$ cat src/rtl/aes_stream_pkg.sv
// rtl/aes_stream_pkg.sv - shared block constants and sector read-path state encoding
package aes_stream_pkg;

  localparam int BLOCK_BYTES = 16;
  localparam int BLOCK_BITS  = 128;
  localparam int BYTE_IDX_W  = $clog2(BLOCK_BYTES);

  typedef enum logic [2:0] {
    ST_FILL,
    ST_START,
    ST_WAIT,
    ST_CLR,
    ST_DRAIN
  } dec_state_t;

endpackage

$ cat src/rtl/aes_block_unpacker.sv
// rtl/aes_block_unpacker.sv - 128-bit block to byte stream shifter with valid/ready handshake
module aes_block_unpacker
  import aes_stream_pkg::*;
(
  input  logic                  clock,
  input  logic                  reset,
  input  logic                  load,
  input  logic [BLOCK_BITS-1:0] load_data,
  input  logic                  active,
  input  logic                  out_ready,
  output logic [7:0]            out_data,
  output logic                  out_valid,
  output logic                  last
);

  logic [BLOCK_BITS-1:0] shreg;
  logic [BYTE_IDX_W-1:0] cnt;
  logic                  xfer;

  // Most significant byte goes out first; bytes are only presented while the owner says so.
  assign out_valid = active;
  assign xfer      = active & out_ready;
  assign out_data  = shreg[BLOCK_BITS-1 -: 8];
  assign last      = xfer && (cnt == BYTE_IDX_W'(BLOCK_BYTES - 1));

  // Load a fresh plaintext block, or shift one byte out per accepted transfer.
  always_ff @(posedge clock or posedge reset) begin
    if (reset) begin
      shreg <= '0;
      cnt   <= '0;
    end else if (load) begin
      shreg <= load_data;
      cnt   <= '0;
    end else if (xfer) begin
      shreg <= {shreg[BLOCK_BITS-9:0], 8'h00};
      cnt   <= cnt + BYTE_IDX_W'(1);
    end
  end

endmodule

$ cat src/rtl/aes_sector_decrypt.sv
// rtl/aes_sector_decrypt.sv - sector read path: pack ciphertext, run external decrypt core, stream plaintext
module aes_sector_decrypt
  import aes_stream_pkg::*;
#(
  parameter int SECTOR_BYTES    = 512,
  parameter int CORE_RST_CYCLES = 2,
  parameter int TIMEOUT_CYCLES  = 4096
) (
  input  logic                  clock,
  input  logic                  reset,
  input  logic [BLOCK_BITS-1:0] key_in,
  input  logic [7:0]            in_data,
  input  logic                  in_valid,
  output logic                  in_ready,
  output logic [7:0]            out_data,
  output logic                  out_valid,
  input  logic                  out_ready,
  output logic                  dec_start,
  output logic [BLOCK_BITS-1:0] dec_block,
  input  logic                  dec_done,
  input  logic [BLOCK_BITS-1:0] dec_dout,
  output logic                  dec_core_rst,
  output logic                  sector_done,
  output logic                  err_timeout
);

  localparam int WD_W = $clog2(TIMEOUT_CYCLES + 1);
  localparam int CR_W = $clog2(CORE_RST_CYCLES + 1);
  localparam int SC_W = $clog2(SECTOR_BYTES);

  dec_state_t            state, state_next;
  logic [BYTE_IDX_W-1:0] byte_idx;
  logic [WD_W-1:0]       wdog;
  logic [CR_W-1:0]       clr_cnt;
  logic [SC_W-1:0]       sec_cnt;
  logic                  timed_out;
  logic                  fill_xfer;
  logic                  load_out;
  logic                  drain_active;
  logic                  drain_last;
  logic                  out_xfer;
  logic                  key_unused;

  // The key is wired straight to the core by the parent; nothing here consumes it.
  assign key_unused = ^key_in;

  assign fill_xfer = in_valid & in_ready;
  assign out_xfer  = out_valid & out_ready;

  aes_block_unpacker u_unpacker (
    .clock     (clock),
    .reset     (reset),
    .load      (load_out),
    .load_data (dec_dout),
    .active    (drain_active),
    .out_ready (out_ready),
    .out_data  (out_data),
    .out_valid (out_valid),
    .last      (drain_last)
  );

  // State register.
  always_ff @(posedge clock or posedge reset) begin
    if (reset) state <= ST_FILL;
    else       state <= state_next;
  end

  // Next-state and per-state control strobes.
  always_comb begin
    state_next   = state;
    dec_start    = 1'b0;
    dec_core_rst = 1'b0;
    err_timeout  = 1'b0;
    load_out     = 1'b0;
    drain_active = 1'b0;
    case (state)
      ST_FILL: begin
        if (fill_xfer && byte_idx == BYTE_IDX_W'(BLOCK_BYTES - 1)) state_next = ST_START;
      end
      ST_START: begin
        dec_start  = 1'b1;
        state_next = ST_WAIT;
      end
      ST_WAIT: begin
        if (dec_done) begin
          load_out   = 1'b1;
          state_next = ST_CLR;
        end else if (wdog == WD_W'(TIMEOUT_CYCLES - 1)) begin
          err_timeout = 1'b1;
          state_next  = ST_CLR;
        end
      end
      ST_CLR: begin
        dec_core_rst = 1'b1;
        if (clr_cnt == CR_W'(CORE_RST_CYCLES - 1)) state_next = timed_out ? ST_FILL : ST_DRAIN;
      end
      ST_DRAIN: begin
        drain_active = 1'b1;
        if (drain_last) state_next = ST_FILL;
      end
      default: state_next = ST_FILL;
    endcase
  end

  // Input packing, watchdog and core-reset timing.
  always_ff @(posedge clock or posedge reset) begin
    if (reset) begin
      in_ready  <= 1'b0;
      dec_block <= '0;
      byte_idx  <= '0;
      wdog      <= '0;
      clr_cnt   <= '0;
      timed_out <= 1'b0;
    end else begin
      in_ready <= (state_next == ST_FILL);
      if (fill_xfer) begin
        dec_block <= {dec_block[BLOCK_BITS-9:0], in_data};
        byte_idx  <= byte_idx + BYTE_IDX_W'(1);
      end
      if (state == ST_START)     wdog <= '0;
      else if (state == ST_WAIT) wdog <= wdog + WD_W'(1);
      if (state == ST_WAIT) begin
        clr_cnt   <= '0;
        timed_out <= err_timeout;
      end else if (state == ST_CLR) begin
        clr_cnt <= clr_cnt + CR_W'(1);
      end
    end
  end

  // Sector byte count; a discarded block still occupies its 16 bytes of the sector.
  always_ff @(posedge clock or posedge reset) begin
    if (reset) begin
      sec_cnt     <= '0;
      sector_done <= 1'b0;
    end else begin
      sector_done <= 1'b0;
      if (out_xfer) begin
        if (sec_cnt == SC_W'(SECTOR_BYTES - 1)) begin
          sec_cnt     <= '0;
          sector_done <= 1'b1;
        end else begin
          sec_cnt <= sec_cnt + SC_W'(1);
        end
      end else if (err_timeout) begin
        if (sec_cnt == SC_W'(SECTOR_BYTES - BLOCK_BYTES)) begin
          sec_cnt     <= '0;
          sector_done <= 1'b1;
        end else begin
          sec_cnt <= sec_cnt + SC_W'(BLOCK_BYTES);
        end
      end
    end
  end

endmodule

$ cat config.mk
export PLATFORM = sky130hd
export DESIGN_NAME = aes_sector_decrypt
export DESIGN_NICKNAME = d
export VERILOG_FILES = /design/src/rtl/aes_stream_pkg.sv /design/src/rtl/aes_block_unpacker.sv /design/src/rtl/aes_sector_decrypt.sv
export SDC_FILE = /design/constraint.sdc
export NUM_CORES = 1
export LEC_CHECK = 0
export ABC_AREA = 1
export ABC_CLOCK_PERIOD_IN_PS = 27800
export CAP_MARGIN = 15
export CORE_ASPECT_RATIO = 1.1
export CORE_MARGIN = 3
export CORE_UTILIZATION = 50
export CTS_CLUSTER_DIAMETER = 100
export CTS_CLUSTER_SIZE = 12
export DETAILED_ROUTE_END_ITERATION = 6
export PLACE_DENSITY = 0.83
export SLEW_MARGIN = 40
export SYNTH_ARGS = -nofsm -noshare
export SYNTH_HDL_FRONTEND = slang
export SYNTH_SLANG_ARGS = --single-unit
$ cat constraint.sdc
create_clock -name clock -period 27.8 [get_ports clock]
set_input_delay 6.95 -clock clock [delete_from_list [all_inputs] [get_ports clock]]
set_output_delay 6.95 -clock clock [all_outputs]
set_load 0.01 [all_outputs]
==> metrics, run 1 <==
syn_nets=between 1500 and 2000; Worst EP required=20850 ps; Max-slew headroom=48.5%; Synth Instances=approximately 1400; sequential area share after synthesis=59.2%; GRT Residual Overflow=0; min-delay worst type=reg2reg; Setup CP Type=in2out; Register Area=7360 um^2; RSZ-0062 raised after global routing=false; final setup fails=0; FP Rows=59; HPWL Detailed=22500 um; Port Buffers=282; H-tree levels=1; CTS root buf=clkbuf_16; critical path depth=5; number of global-route vias before repair=10200; Max IR drop VDD=0.0523 mV; share of layout cells above drive strength 1=~3.8%; CTS Buf Count=28; status=completed; delay-heaviest family, CP=buffers and inverters; crit share post-route=55.0%; routed wire length=33100 um; Max Fclk=between 60 and 70 MHz; first-pass GRT wire length=52000 um; n_diodes=0; top-level I/O count=411; PwrDens=approximately 100 nW/um^2; post-synthesis register bit count=~290; Die ar.=26800 um^2; Initial Utilization=roughly half; worst hold path depth=1; Pre-Repair DR Iteration Count=5; Netlist cell types=41; reg2reg path depth=9; Area growth, synth to finish=28.7%; worst-margin pin slew=between 700 and 800 ps; Max FO, Critical Path=5; Post-CTS Resized=0; Setup TNS Final=0 ps; CTS Sinks=294; latest clock arrival within the worst-skew pair=540 ps; routed vias=a little over 10000; worst clock skew=~14 ps; CTS tree=done; CP endpoint kind=primary output; antenna violations before repair=0; post-DR wirelength/cell=17.2 um; drc violations=0; area of the multi-input gates=4060 um^2; Tmin final=~15000 ps; hold slack=468 ps; MaxCap Viol Count=0; Worst Path Arrival=roughly 8300 ps; Total GRT Usage=about a quarter; clock slew at reported path FFs=roughly 60 ps; Via density=5.38; die height=171 um; Die X=about 160 um; Fillers=1839; Crit-path slowest cell=clkdlybuf4s50_1; worst path bufs/invs=4; startpoint types=primary input; final hold vios=0; post-synthesis average cell area=9.01 um^2; fin nets=1897; yosys warns=0; post-route ant nets=0; synthesized area=12400 um^2; largest net degree at the start of global routing=157; LEAKAGE=approximately 7.3 nW; Core ar.=24100 um^2; CTS Hold Bufs=0; clk buf depth=3; CP cell instances=clkdlybuf4s50_1 -> inv_1 -> nand4_2 -> inv_1 -> clkdlybuf4s50_1; final max-slew violation count=0; # Post-CTS Setup Buffers=0; routability cong.=0.854; crit-path max cell delay=540 ps; Iteration-0 DRC Markers=721
-- placed cells by master (no fill, tap or decap), types with 3 or more instances in the layout --
cell type / synthesis / routed
clkdlybuf4s50_1: 0 / 282
o21ai_0: 141 / 141
o22ai_1: 10 / 10
nand4_1: 7 / 7
nor3_1: 3 / 3
a21oi_1: 11 / 11
nor2_1: 27 / 27
nand2_1: 490 / 489
a21oi_2: 4 / 4
xor2_1: 5 / 5
nand2_4: 2 / 3
o21ai_1: 4 / 4
inv_1: 135 / 133
ha_1: 8 / 8
dfrtp_1: 294 / 294
clkbuf_16: 0 / 29
nand3_1: 80 / 80
buf_4: 23 / 5
a22o_1: 7 / 7
o221ai_1: 11 / 11
o211ai_1: 35 / 35
-- per-stage QoR --
stage | total power, mW | area (um^2) | worst slack (ps) | util (%) | cells
2_1_floorplan | 1.05 | 12400 | 12730 | - | 1379
3_3_place_gp | 1.31 | 15200 | 12500 | 63.2 | 1894
3_5_place_dp | 1.34 | 15200 | 12500 | 63.3 | 1894
4_1_cts | 1.68 | 16000 | 12500 | 66.3 | 1924
5_1_grt | 1.78 | 16000 | 12460 | 66.5 | 1925
6_report | 1.67 | 16000 | 12520 | 66.5 | 1925
-- cell type report --
type | instances | area share, %
clock buffer | 29 | 4.54
clock inverter | 1 | 0.0548
inverter | 140 | 3.41
multi-input combinational | 866 | 25.4
sequential | 294 | 46.0
tap | 305 | 2.39
timing repair buffer | 290 | 18.3
-- kinds of logic after synthesis --
kind of cell / Yosys count / synth area share (%)
AND/OR/NAND/NOR: 622 / 20.4
flip-flops: 294 / 59.2
AO/OA/AOI/OAI: 229 / 10.9
buffers and inverters: 219 / 8.20
adder cells (fa/ha/maj): 8 / 0.806
XOR/XNOR: 7 / 0.494
-- cell usage after synthesis (all sizes together) --
cell | n | area (um^2)
and3 | 1 | 6.26
ha | 8 | 100
a211oi | 1 | 7.51
nor3 | 3 | 15.0
dfrtp | 294 | 7360
nand2 | 494 | 1870
nand3b | 2 | 15.0
a22o | 7 | 61.3
a32o | 1 | 10.0
o22ai | 10 | 62.6
nor4 | 1 | 6.26
a21oi | 15 | 90.1
o211ai | 36 | 275
o21ai | 145 | 726
buf | 51 | 385
o21bai | 1 | 7.51
xor2 | 5 | 43.8
nand4 | 8 | 56.3
inv | 140 | 528
xnor2 | 2 | 17.5
or2 | 1 | 6.26
clkbuf | 28 | 105
nor2 | 30 | 130
nand3 | 82 | 428
o221ai | 11 | 96.3
a31oi | 2 | 12.5
-- final timing paths --
path	slack (ps)	to	from
worst max register to register	24590	u_unpacker.shreg[74]$_DFFE_PP0P_	state[2]$_DFF_PP0_
worst max-delay path	12520	err_timeout	dec_done
max in group asynchronous	19550	u_unpacker.shreg[77]$_DFFE_PP0P_	reset
min in group asynchronous	6980	byte_idx[0]$_DFFE_PP0P_	reset
worst min register to register	470	wdog[12]$_DFFE_PP0P_	wdog[12]$_DFFE_PP0P_
worst min-delay path	470	wdog[12]$_DFFE_PP0P_	wdog[12]$_DFFE_PP0P_
-- power by group --
group | internal [mW] | leakage (nW) | switching [mW]
clock | 0.182 | 0.361 | 0.149
sequential | 0.612 | 3.78 | 0.118
combinational | 0.281 | 3.15 | 0.328
total | 1.08 | 7.28 | 0.595
-- worst register-to-register path: cells and delay by family (launching register included) --
family,cells,cell delay [ps]
simple gates,5,1070
buf+inv,4,1570
flops,1,440
-- routing by layer --
metal,wire [um],track usage (%),vias up
li1,-,-,4873
met1,12600,29.3,4968
met2,16700,42.4,440
met3,2860,5.71,66
met4,978,6.97,0
met5,0,0,-
-- registers in the layout (all words and copies together) (netlist names), 2 cells and up --
register,count
byte_idx,4
clr_cnt,2
dec_block,128
sec_cnt,9
state,3
u_unpacker.cnt,4
u_unpacker.shreg,128
wdog,13
No activity file was read; power rests on OpenSTA's default activity.
==> inputs of run 2 (changes only) <==
--- a/config.mk
+++ b/config.mk
@@ -6,15 +6,15 @@
 export NUM_CORES = 1
 export LEC_CHECK = 0
 export ABC_AREA = 1
-export ABC_CLOCK_PERIOD_IN_PS = 27800
+export ABC_CLOCK_PERIOD_IN_PS = 14110
 export CAP_MARGIN = 15
 export CORE_ASPECT_RATIO = 1.1
 export CORE_MARGIN = 3
-export CORE_UTILIZATION = 50
+export CORE_UTILIZATION = 46
 export CTS_CLUSTER_DIAMETER = 100
 export CTS_CLUSTER_SIZE = 12
 export DETAILED_ROUTE_END_ITERATION = 6
-export PLACE_DENSITY = 0.83
+export PLACE_DENSITY = 0.77
 export SLEW_MARGIN = 40
 export SYNTH_ARGS = -nofsm -noshare
 export SYNTH_HDL_FRONTEND = slang
==> constraint.sdc (replaced) <==
create_clock -name clock -period 14.11 [get_ports clock]
set_input_delay 3.5275 -clock clock [delete_from_list [all_inputs] [get_ports clock]]
set_output_delay 3.5275 -clock clock [all_outputs]
set_load 0.01 [all_outputs]
==> metrics, run 2 (same netlist as run 1, synthesis figures left out) <==
status=completed; die height=178 um (+4.1%); CTS Sinks=294 (unchanged); drc violations=0 (unchanged); GRT Residual Overflow=0 (unchanged); routability cong.=0.826 (-3.3%); startpoint types=primary input; Iteration-0 DRC Markers=796 (+10%); top-level I/O count=411 (unchanged); Max FO, Critical Path=5 (unchanged); LEAKAGE=7.29 nW (about the same); worst clock skew=24.0 ps (+10.4 ps); Setup CP Type=in2out; placed cell count=1942 (+2.5%); Die ar.=29000 um^2 (+8.4%); Setup TNS Final=0 ps (unchanged); Max IR drop VDD=0.112 mV (+110%); latest clock arrival within the worst-skew pair=550 ps (about the same); final core occ=60.9% (-5.5 points); CTS tree=done; commonest non-fill, non-tap cell in the layout=nand2_1; share of layout cells above drive strength 1=3.83% (unchanged); first-pass GRT wire length=51100 um (-1.8%); Die X=163 um (+4.1%); Worst Path Arrival=4940 ps (-3390 ps); post-route ant nets=0 (unchanged); final setup fails=0 (unchanged); H-tree levels=1 (unchanged); CTS Hold Bufs=0 (unchanged); fin nets=1897 (unchanged); Post-CTS Resized=0 (unchanged); HPWL Detailed=21900 um (-2.5%); Power Total=3.27 mW (+96%); non-filler instance count after layout=1972 (+2.4%); Area growth, synth to finish=29.3%; Tmin final=8470 ps; Max-slew headroom=52.5% (+4.0 points); crit share post-route=60.0%; Fillers=2246 (+22%); antenna violations before repair=1 (+1); final max-slew violation count=0 (unchanged); FP Rows=62 (+5.1%); MaxCap Viol Count=0 (unchanged); RSZ-0062 raised after global routing=false; largest net degree at the start of global routing=130 (-17%); Worst EP required=10580 ps (-10270 ps); routed vias=10100 (-2.2%); CTS root buf=clkbuf_16; number of global-route vias before repair=9762 (-4.0%); Initial Utilization=47.1% (-4.5 points); worst-margin pin slew=712 ps (-59.7 ps); CTS Buf Count=28 (unchanged); Port Buffers=282 (unchanged); Largest regs=dec_block: 128 flops, u_unpacker.shreg: 128 flops, wdog: 13 flops; most frequent cells in the layout=nand2_1 (489), dfrtp_1 (294), clkdlybuf4s50_1 (282); min-delay worst type=reg2reg; n_diodes=0 (unchanged); # Post-CTS Setup Buffers=0 (unchanged); PwrDens=204 nW/um^2 (+95%); Via density=5.13 (-4.6%); routed wire length=32200 um (-2.6%); Max Fclk=118 MHz; CP endpoint kind=primary output; final hold vios=0 (unchanged); Core ar.=26400 um^2 (+9.6%); clk buf depth=3 (unchanged); Total GRT Usage=21.8% (-2.2 points); post-DR wirelength/cell=16.3 um (-4.9%); clock slew at reported path FFs=60 ps (about the same); Pre-Repair DR Iteration Count=5 (unchanged)
-- run 2: cell count changes in the layout (fill, tap and decap cells not counted) --
| cell | before | now |
|---|---|---|
| buf_4 | 5 | 1 |
| buf_6 | 1 | 5 |
| inv_2 | 2 | 3 |
| inv_4 | 2 | 1 |
-- run 2: layout make-up --
cell class / instances / area, um^2 / area share [%]
clock buffer: 29 / 726 / 4.52
sequential: 294 / 7360 / 45.8
multi-input combinational: 866 / 4060 / 25.2
tap: 352 / 440 / 2.74
timing repair buffer: 290 / 2930 / 18.3
inverter: 140 / 543 / 3.38
clock inverter: 1 / 8.76 / 0.0545
-- run 2: worst max-delay path, stage by stage --
cell             delay (ps)
clkdlybuf4s50_1         470
inv_1                   110
nand4_2                 190
inv_1                   100
clkdlybuf4s50_1         530
-- run 2: path summary, 6_finish.rpt --
check	startpoint	end	slack [ps]	cells after the start
setup / recovery	dec_done	err_timeout	5640	5
hold / removal	wdog[12]$_DFFE_PP0P_	wdog[12]$_DFFE_PP0P_	470	1
setup reg to reg	state[1]$_DFF_PP0_	u_unpacker.shreg[14]$_DFFE_PP0P_	11220	8
hold reg to reg	wdog[12]$_DFFE_PP0P_	wdog[12]$_DFFE_PP0P_	470	1
max in group asynchronous	reset	u_unpacker.shreg[22]$_DFFE_PP0P_	9270	4
min in group asynchronous	reset	dec_block[7]$_DFFE_PP0P_	3530	2
-- run 2: stage by stage --
| stage | cell area (um^2) | hold slack [ps] | worst slack, ps |
|---|---|---|---|
| after floorplan | 12400 | 436 | 2460 |
| after global placement | 15300 | 451 | 5670 |
| after detailed placement | 15300 | 460 | 5670 |
| after CTS | 16100 | 468 | 5640 |
| after global routing | 16100 | 487 | 5570 |
| final | 16100 | 472 | 5640 |
-- run 2: per-layer routing --
metal  part of all wire [%]  GRT usage (%)  wire (um)  up-vias
li1                       -              -          -     4860
met1                     41           28.0      13200     4838
met2                     49           37.3      15700      368
met3                    8.2           5.46       2650       48
met4                    2.2           5.15        700        2
met5                  0.034              0         11        -
-- run 2: where the power goes --
| group | total, mW | switching [mW] | internal (mW) |
|---|---|---|---|
| combinational | 1.18 | 0.625 | 0.555 |
| clock | 0.657 | 0.298 | 0.359 |
| sequential | 1.43 | 0.229 | 1.21 |
| total | 3.27 | 1.15 | 2.12 |
